[src/rtl/phase_sampler_pkg.sv]
// phase_sampler_pkg: bus decode constants (address tag and register word offsets) shared by the sampler and its bench
package phase_sampler_pkg;
  localparam logic [7:0] SAMPLER_ADDR_MASK = 8'h43;
  localparam logic [9:0] REG_CTRL          = 10'h000;
  localparam logic [9:0] REG_SETTLE        = 10'h001;
  localparam logic [9:0] REG_MEASURE       = 10'h002;
  localparam logic [9:0] REG_SPINS         = 10'h004;
  localparam logic [9:0] REG_PHASE         = 10'h010;
endpackage

[src/rtl/phase_sampler_counter.sv]
// phase_counter: saturating up-counter with synchronous clear and enable; also exposes its next value
module phase_counter #(
  parameter int CNT_W = 32
) (
  input  logic             clk,
  input  logic             rst,
  input  logic             clr_i,
  input  logic             en_i,
  output logic [CNT_W-1:0] cnt_o,
  output logic [CNT_W-1:0] cnt_d_o
);
  logic [CNT_W-1:0] cnt_q, cnt_d;
  assign cnt_d   = clr_i ? '0 : (en_i && !(&cnt_q)) ? cnt_q + 1'b1 : cnt_q;
  assign cnt_o   = cnt_q;
  assign cnt_d_o = cnt_d;
  always_ff @(posedge clk) begin
    if (rst) cnt_q <= '0;
    else     cnt_q <= cnt_d;
  end
endmodule

[src/rtl/phase_sampler.sv]
// phase_sampler: kicks a coupled oscillator array, counts per-spin phase agreement with spin 0, reports majority spins.
// Define SAMPLER_SYNC_EN to put 2-flop synchronizers on external_spin (settle is stretched to flush them).
module phase_sampler
  import phase_sampler_pkg::*;
#(
  parameter int N     = 8,
  parameter int CNT_W = 32
) (
  input  logic         clk,
  input  logic         axi_rst,
  input  logic [N-1:0] external_spin,
  output logic         ising_rstn,
  input  logic         wready,
  input  logic [31:0]  wr_addr,
  input  logic [31:0]  wdata,
  input  logic [31:0]  rd_addr,
  output logic [31:0]  rdata,
  output logic         done
);
  typedef enum logic [2:0] {IDLE, KICK, SETTLE, MEASURE, DONE} state_t;
  localparam int W = CNT_W > 32 ? CNT_W : 32;
  logic [N-1:0] spin_s;
`ifdef SAMPLER_SYNC_EN
  localparam logic [31:0] SYNC_LAT = 32'd2;
  logic [N-1:0] sync1_q, sync2_q;
  always_ff @(posedge clk) begin
    if (axi_rst) begin
      sync1_q <= '0;
      sync2_q <= '0;
    end else begin
      sync1_q <= external_spin;
      sync2_q <= sync1_q;
    end
  end
  assign spin_s = sync2_q;
`else
  localparam logic [31:0] SYNC_LAT = 32'd0;
  assign spin_s = external_spin;
`endif
  state_t       state_q, state_d;
  logic [31:0]  timer_q, timer_d, settle_q, settle_d, measure_q, measure_d;
  logic [31:0]  settle_run_q, settle_run_d, measure_run_q, measure_run_d;
  logic [31:0]  settle_lat, rdata_q, rdata_d;
  logic [N-1:0] spins_q, spins_d;
  logic         done_q, done_d, busy, clr, en, wr_hit, start;
  logic [9:0]   wr_off, rd_off;
  logic [CNT_W-1:0] cnt [N];
  logic [CNT_W-1:0] cnt_nx [N];
  logic unused;
  assign unused     = ^{wr_addr[23:12], wr_addr[1:0], rd_addr[23:12], rd_addr[1:0]};
  assign wr_off     = wr_addr[11:2];
  assign rd_off     = rd_addr[11:2];
  assign wr_hit     = wready && wr_addr[31:24] == SAMPLER_ADDR_MASK;
  assign start      = wr_hit && wr_off == REG_CTRL && wdata[0];
  assign settle_d   = wr_hit && wr_off == REG_SETTLE ? wdata : settle_q;
  assign measure_d  = wr_hit && wr_off == REG_MEASURE ? wdata : measure_q;
  assign settle_lat = settle_run_q + SYNC_LAT;
  assign busy       = state_q inside {KICK, SETTLE, MEASURE};
  assign ising_rstn = state_q inside {SETTLE, MEASURE, DONE};
  assign done       = done_q;
  assign rdata      = rdata_q;
  genvar g;
  for (g = 0; g < N; g++) begin : g_cnt
    phase_counter #(.CNT_W(CNT_W)) u_cnt (
      .clk    (clk),
      .rst    (axi_rst),
      .clr_i  (clr),
      .en_i   (en && spin_s[g] == spin_s[0]),
      .cnt_o  (cnt[g]),
      .cnt_d_o(cnt_nx[g])
    );
  end
  always_comb begin
    state_d       = state_q;
    timer_d       = timer_q;
    spins_d       = spins_q;
    done_d        = done_q;
    settle_run_d  = settle_run_q;
    measure_run_d = measure_run_q;
    clr           = 1'b0;
    en            = 1'b0;
    if (start) begin
      state_d       = KICK;
      clr           = 1'b1;
      spins_d       = '0;
      done_d        = 1'b0;
      settle_run_d  = settle_q;
      measure_run_d = measure_q;
    end else begin
      case (state_q)
        KICK: begin
          state_d = settle_lat == '0 ? MEASURE : SETTLE;
          timer_d = settle_lat == '0 ? measure_run_q : settle_lat;
        end
        SETTLE: begin
          state_d = timer_q == 32'd1 ? MEASURE : SETTLE;
          timer_d = timer_q == 32'd1 ? measure_run_q : timer_q - 32'd1;
        end
        MEASURE: begin
          // a zero-length window still spends one cycle here, with counting suppressed
          en      = timer_q != '0;
          timer_d = en ? timer_q - 32'd1 : timer_q;
          if (timer_q <= 32'd1) begin
            state_d = DONE;
            done_d  = 1'b1;
            for (int i = 0; i < N; i++) spins_d[i] = W'(cnt_nx[i]) > W'(measure_run_q >> 1);
          end
        end
        default: ;
      endcase
    end
  end
  always_comb begin
    rdata_d = '0;
    if (rd_addr[31:24] == SAMPLER_ADDR_MASK) begin
      rdata_d = rd_off == REG_CTRL    ? {30'b0, busy, done_q} :
                rd_off == REG_SETTLE  ? settle_q :
                rd_off == REG_MEASURE ? measure_q :
                rd_off == REG_SPINS   ? 32'(spins_q) : '0;
      for (int i = 0; i < N; i++) if (rd_off == 10'(REG_PHASE + i)) rdata_d = 32'(cnt[i]);
    end
  end
  always_ff @(posedge clk) begin
    if (axi_rst) begin
      state_q       <= IDLE;
      timer_q       <= '0;
      settle_q      <= '0;
      measure_q     <= '0;
      settle_run_q  <= '0;
      measure_run_q <= '0;
      spins_q       <= '0;
      done_q        <= 1'b0;
      rdata_q       <= '0;
    end else begin
      state_q       <= state_d;
      timer_q       <= timer_d;
      settle_q      <= settle_d;
      measure_q     <= measure_d;
      settle_run_q  <= settle_run_d;
      measure_run_q <= measure_run_d;
      spins_q       <= spins_d;
      done_q        <= done_d;
      rdata_q       <= rdata_d;
    end
  end
endmodule

[config.mk]
export PLATFORM = sky130hd
export DESIGN_NAME = phase_sampler
export DESIGN_NICKNAME = d
export VERILOG_FILES = /design/src/rtl/phase_sampler_pkg.sv /design/src/rtl/phase_sampler_counter.sv /design/src/rtl/phase_sampler.sv
export SDC_FILE = /design/constraint.sdc
export NUM_CORES = 2
export LEC_CHECK = 0
export CAP_MARGIN = 40
export CORE_MARGIN = 4
export CORE_UTILIZATION = 35
export DETAILED_ROUTE_END_ITERATION = 10
export PLACE_DENSITY = 0.55
export SLEW_MARGIN = 5
export SYNTH_ARGS = -nofsm -noshare
export SYNTH_HDL_FRONTEND = slang
export SYNTH_HIERARCHICAL = 1
export SYNTH_SLANG_ARGS = --single-unit
export TNS_END_PERCENT = 50
[constraint.sdc]
create_clock -name clk -period 7.87 [get_ports clk]
set_clock_uncertainty 0.2 [all_clocks]
set_input_delay 1.1805 -clock clk [delete_from_list [all_inputs] [get_ports clk]]
set_output_delay 1.1805 -clock clk [all_outputs]
set_load 0.02 [all_outputs]
==> summary.md <==
| Metric | Value |
|---|---|
| Status | `completed` |
| Final worst setup slack | `1.82 ns` |
| Register area share after synthesis | `28.2%` |
| Critical path arrival | `approximately 6.4 ns` |
| DP Worst Slack | `roughly 1.4 ns` |
| Post-route ant nets | `0` |
| Min-delay worst type | `register to register` |
| Gate power share | `3.2%` |
| Hold_buf cts | `0` |
| Clk_lat worst skew | `0.67 ns` |
| Crit end category | `register` |
| Top Ports | `between 100 and 150` |
| Final nets | `4690` |
| # Post-CTS Setup Buffers | `0` |
| Post-synth ARST share | `0%` |
| Count of flip-flops with a built-in enable after synthesis | `0` |
| Core Area | `between 0.09 and 0.1 mm^2` |
| Multi-input gate area | `0.0222 mm^2` |
| Die W | `313 um` |
| Flop pwr share | `42.7%` |
| DR DRC count | `0` |
| Layout cell share with drive strength beyond 1 | `7.99%` |
| Slowest cell on the critical path | `nor4_1` |
| # fillers | `9549` |
| Final Cell Area | `about 0.037 mm^2` |
| Power Density | `roughly 150 mW/mm^2` |
| CTS resizes | `0` |
| Avg Cell Area, Syn | `7.62 um^2` |
| Sw Ratio | `24.1%` |
| Post-synth cell types | `a little under 80` |
| Hpwl dp | `105 mm` |
| Final Max Slew Viols | `0` |
| Maximum number of pins on one net before global-route repair | `134` |
| Grt ovf | `0` |
| GRT Util Overall | `between 20% and 30%` |
| Register area | `0.00921 mm^2` |
| Leading area contributor after synthesis | `dfxtp_1` |
| Min cycle time layout | `6.05 ns` |
| Int Pwr | `between 4000 and 5000 uW` |
| Worst-path clk slew | `0.07 ns` |
| Compound-Gate Fraction of Synth Area | `22.5%` |
| PortBufs | `112` |
| Clk network pwr share | `a little over half` |
| Clk root buf | `clkbuf_16` |
| Initial antenna violation count | `9` |
| Final hold slack | `0.262 ns` |
| Hold Fails Final Rpt | `0` |
| Vias | `34400` |
| Row cnt | `111` |
| Syn Nets | `approximately 4600` |
| Post-Synth XOR/XNOR Area | `less than 1%` |
| Critical path, cell by cell | `nor4_1 -> nand3_1 -> nor4_1 -> nand4b_1 -> buf_4 -> nor2_1 -> buf_4 -> nand3_1 -> nor2_1 -> o211ai_1 -> nor3_1 -> mux2_2 -> ha_1 -> nand4_1 -> nor3_1 -> nand4_1 -> a221o_1 -> a31o_2 -> a21oi_1` |
| DR WL/cell | `25.6 um` |
| Crit path max fanout | `18` |
| Max cap viols | `0` |
| Fin crit share | `76.9%` |
| CP Launch Type | `register` |
| Rel. slew slack | `34.6%` |
| Largest family of logic cells by synthesized area | `simple AND/OR/NAND/NOR gates` |
| CTS sink cnt | `460` |
| Worst-margin pin slew | `0.982 ns` |
| Most instantiated cells after synthesis | `581 x nand2_1, 572 x a21oi_1, 460 x dfxtp_1` |
| RSZ-0062 raised after global routing | `no` |
| Setup TNS | `0 ns` |
| Worst Path Required | `~8.3 ns` |
| Post-Synth Adder-Cell Area | `9.89%` |
| Post-synthesis mux area share | `4.41%` |
| First-pass GRT wire length | `208 mm` |
| Die area | `between 0.09 and 0.1 mm^2` |
| Worst setup path category | `register to register` |
| Post-Synthesis Cells | `4283` |
| Syn. warnings | `6` |
| GPL Wtd Cong | `0.980` |
| Die H | `313 um` |
| DR iter-0 viols | `roughly 4300` |
| Inserted Clock Buffers | `56` |
| Main synth FF type | `dfxtp_1` |
| Setup violators final | `0` |
| Total Routed Length | `143 mm` |
| Leakage | `0.0132 uW` |
| Peak VDD IR | `0.000211 V` |
| CTS tree | `yes` |
| Routed vias/inst | `roughly 6` |
| Starting density of the core | `35.5%` |
| Vias in the first global route | `31200` |
| Area after DPL | `0.0353 mm^2` |
| Syn Std Cell Area | `between 0.03 and 0.04 mm^2` |
| Max Clk Rate | `around 170 MHz` |
| Switching power total | `1310 uW` |
| Area delta synth->final | `14.3%` |
| Worst path max stage delay | `0.90 ns` |
| Area contributors post-synth | `dfxtp_1 28%, ha_1 9.9%, a21oi_1 8.8%` |
| Most common cell in the netlist | `nand2_1` |
| DR pass1 iterations | `8` |
| #FFs+latches synth | `460` |
| Simple-Gate Fraction of Synth Area | `30.6%` |
| H-tree lvl count | `2` |
| Synth top area share | `~28%` |
| Clock tree buffer depth | `3` |
-- cells by family after synthesis --
kind of cell | Yosys count
AND/OR/NAND/NOR | 1862
AO/OA/AOI/OAI | 1227
flip-flops | 460
buffers and inverters | 324
adder cells (fa/ha/maj) | 258
multiplexers | 136
XOR/XNOR | 16
-- stage by stage --
step / utilization (%) / total power [uW] / std cells
after floorplan: - / 2450 / 4283
after global placement: 38.1 / 2550 / 5485
after detailed placement: 38.3 / 2550 / 5509
after CTS: 40.5 / 5490 / 5608
after global routing: 40.5 / 5580 / 5609
final: 40.5 / 5450 / 5611
-- layer usage --
| layer | GRT usage [%] | vias to the layer above | share of wire (%) |
|---|---|---|---|
| met5 | 0 | - | 0.045 |
| met4 | 14.9 | 8 | 6.3 |
| met3 | 5.37 | 304 | 9.2 |
| met2 | 41.8 | 1547 | 42 |
| met1 | 38.1 | 16300 | 43 |
| li1 | - | 16200 | - |
-- cell usage in the layout (no fill, tap or decap), drive strengths merged, types with 23 or more instances in the layout --
cell,netlist,routed
mux2i,82,82
clkbuf,190,72
a211oi,36,36
a22oi,25,25
dfxtp,460,460
ha,258,258
a21oi,572,572
nand4,148,148
nor4,107,107
nor2b,61,61
nor2,256,256
clkdlybuf4s50,0,109
and3,51,51
nand2,581,581
a22o,37,37
buf,41,104
inv,93,95
o21ai,299,299
or2,23,23
nand2b,34,34
a221oi,60,60
or4,64,64
nand3,164,164
mux2,53,53
or3,229,229
nor3,72,72
-- worst max-delay path, delay by kind of cell, from the launching register on --
family                   cells  cell delay (ns)
multiplexers                 1             0.32
AO/OA/AOI/OAI                4             0.86
AND/OR/NAND/NOR             11             3.37
buffers and inverters        2             0.51
flip-flops                   1             0.36
adder cells (fa/ha/maj)      1             0.32
-- sequential cells by signal, indices dropped and copies added, names as in the netlist --
name,flops
settle_run_q,32
settle_q,32
measure_q,32
timer_q,32
measure_run_q,32
rdata,32
state_q,3
g_cnt.u_cnt/cnt_o,256
done,1
spins_q,8
-- final timing paths --
path,from,endpoint,slack (ns),depth (start not counted)
worst max register to register,timer_q[8]$_SDFFE_PP0P_,spins_q[1]$_SDFFE_PP0P_,1.82,19
worst min register to register,measure_run_q[0]$_SDFFE_PP0P_,measure_run_q[0]$_SDFFE_PP0P_,0.26,2
worst min-delay path,measure_run_q[0]$_SDFFE_PP0P_,measure_run_q[0]$_SDFFE_PP0P_,0.26,2
worst max-delay path,timer_q[8]$_SDFFE_PP0P_,spins_q[1]$_SDFFE_PP0P_,1.82,19
-- power by group through the flow --
stage          Sequential [uW]  Combinational (uW)  Clock, uW
5_1_grt                   2330                 184       3070
3_5_place_dp              2380                 173          0
2_1_floorplan             2380                71.7          0
3_3_place_gp              2380                 170          0
4_1_cts                   2330                 174       2980
6_report                  2330                 177       2950
-- final cells by class --
type / instances / area share (%)
multi-input cells: 3499 / 59.5
flip-flops and latches: 460 / 24.7
repair buffers: 215 / 5.36
well taps: 1243 / 4.17
clock buffers: 70 / 4.03
clock inverters: 29 / 1.37
inverters: 93 / 0.935
diodes: 2 / 0.0134
(Power assumes the default switching activity.)
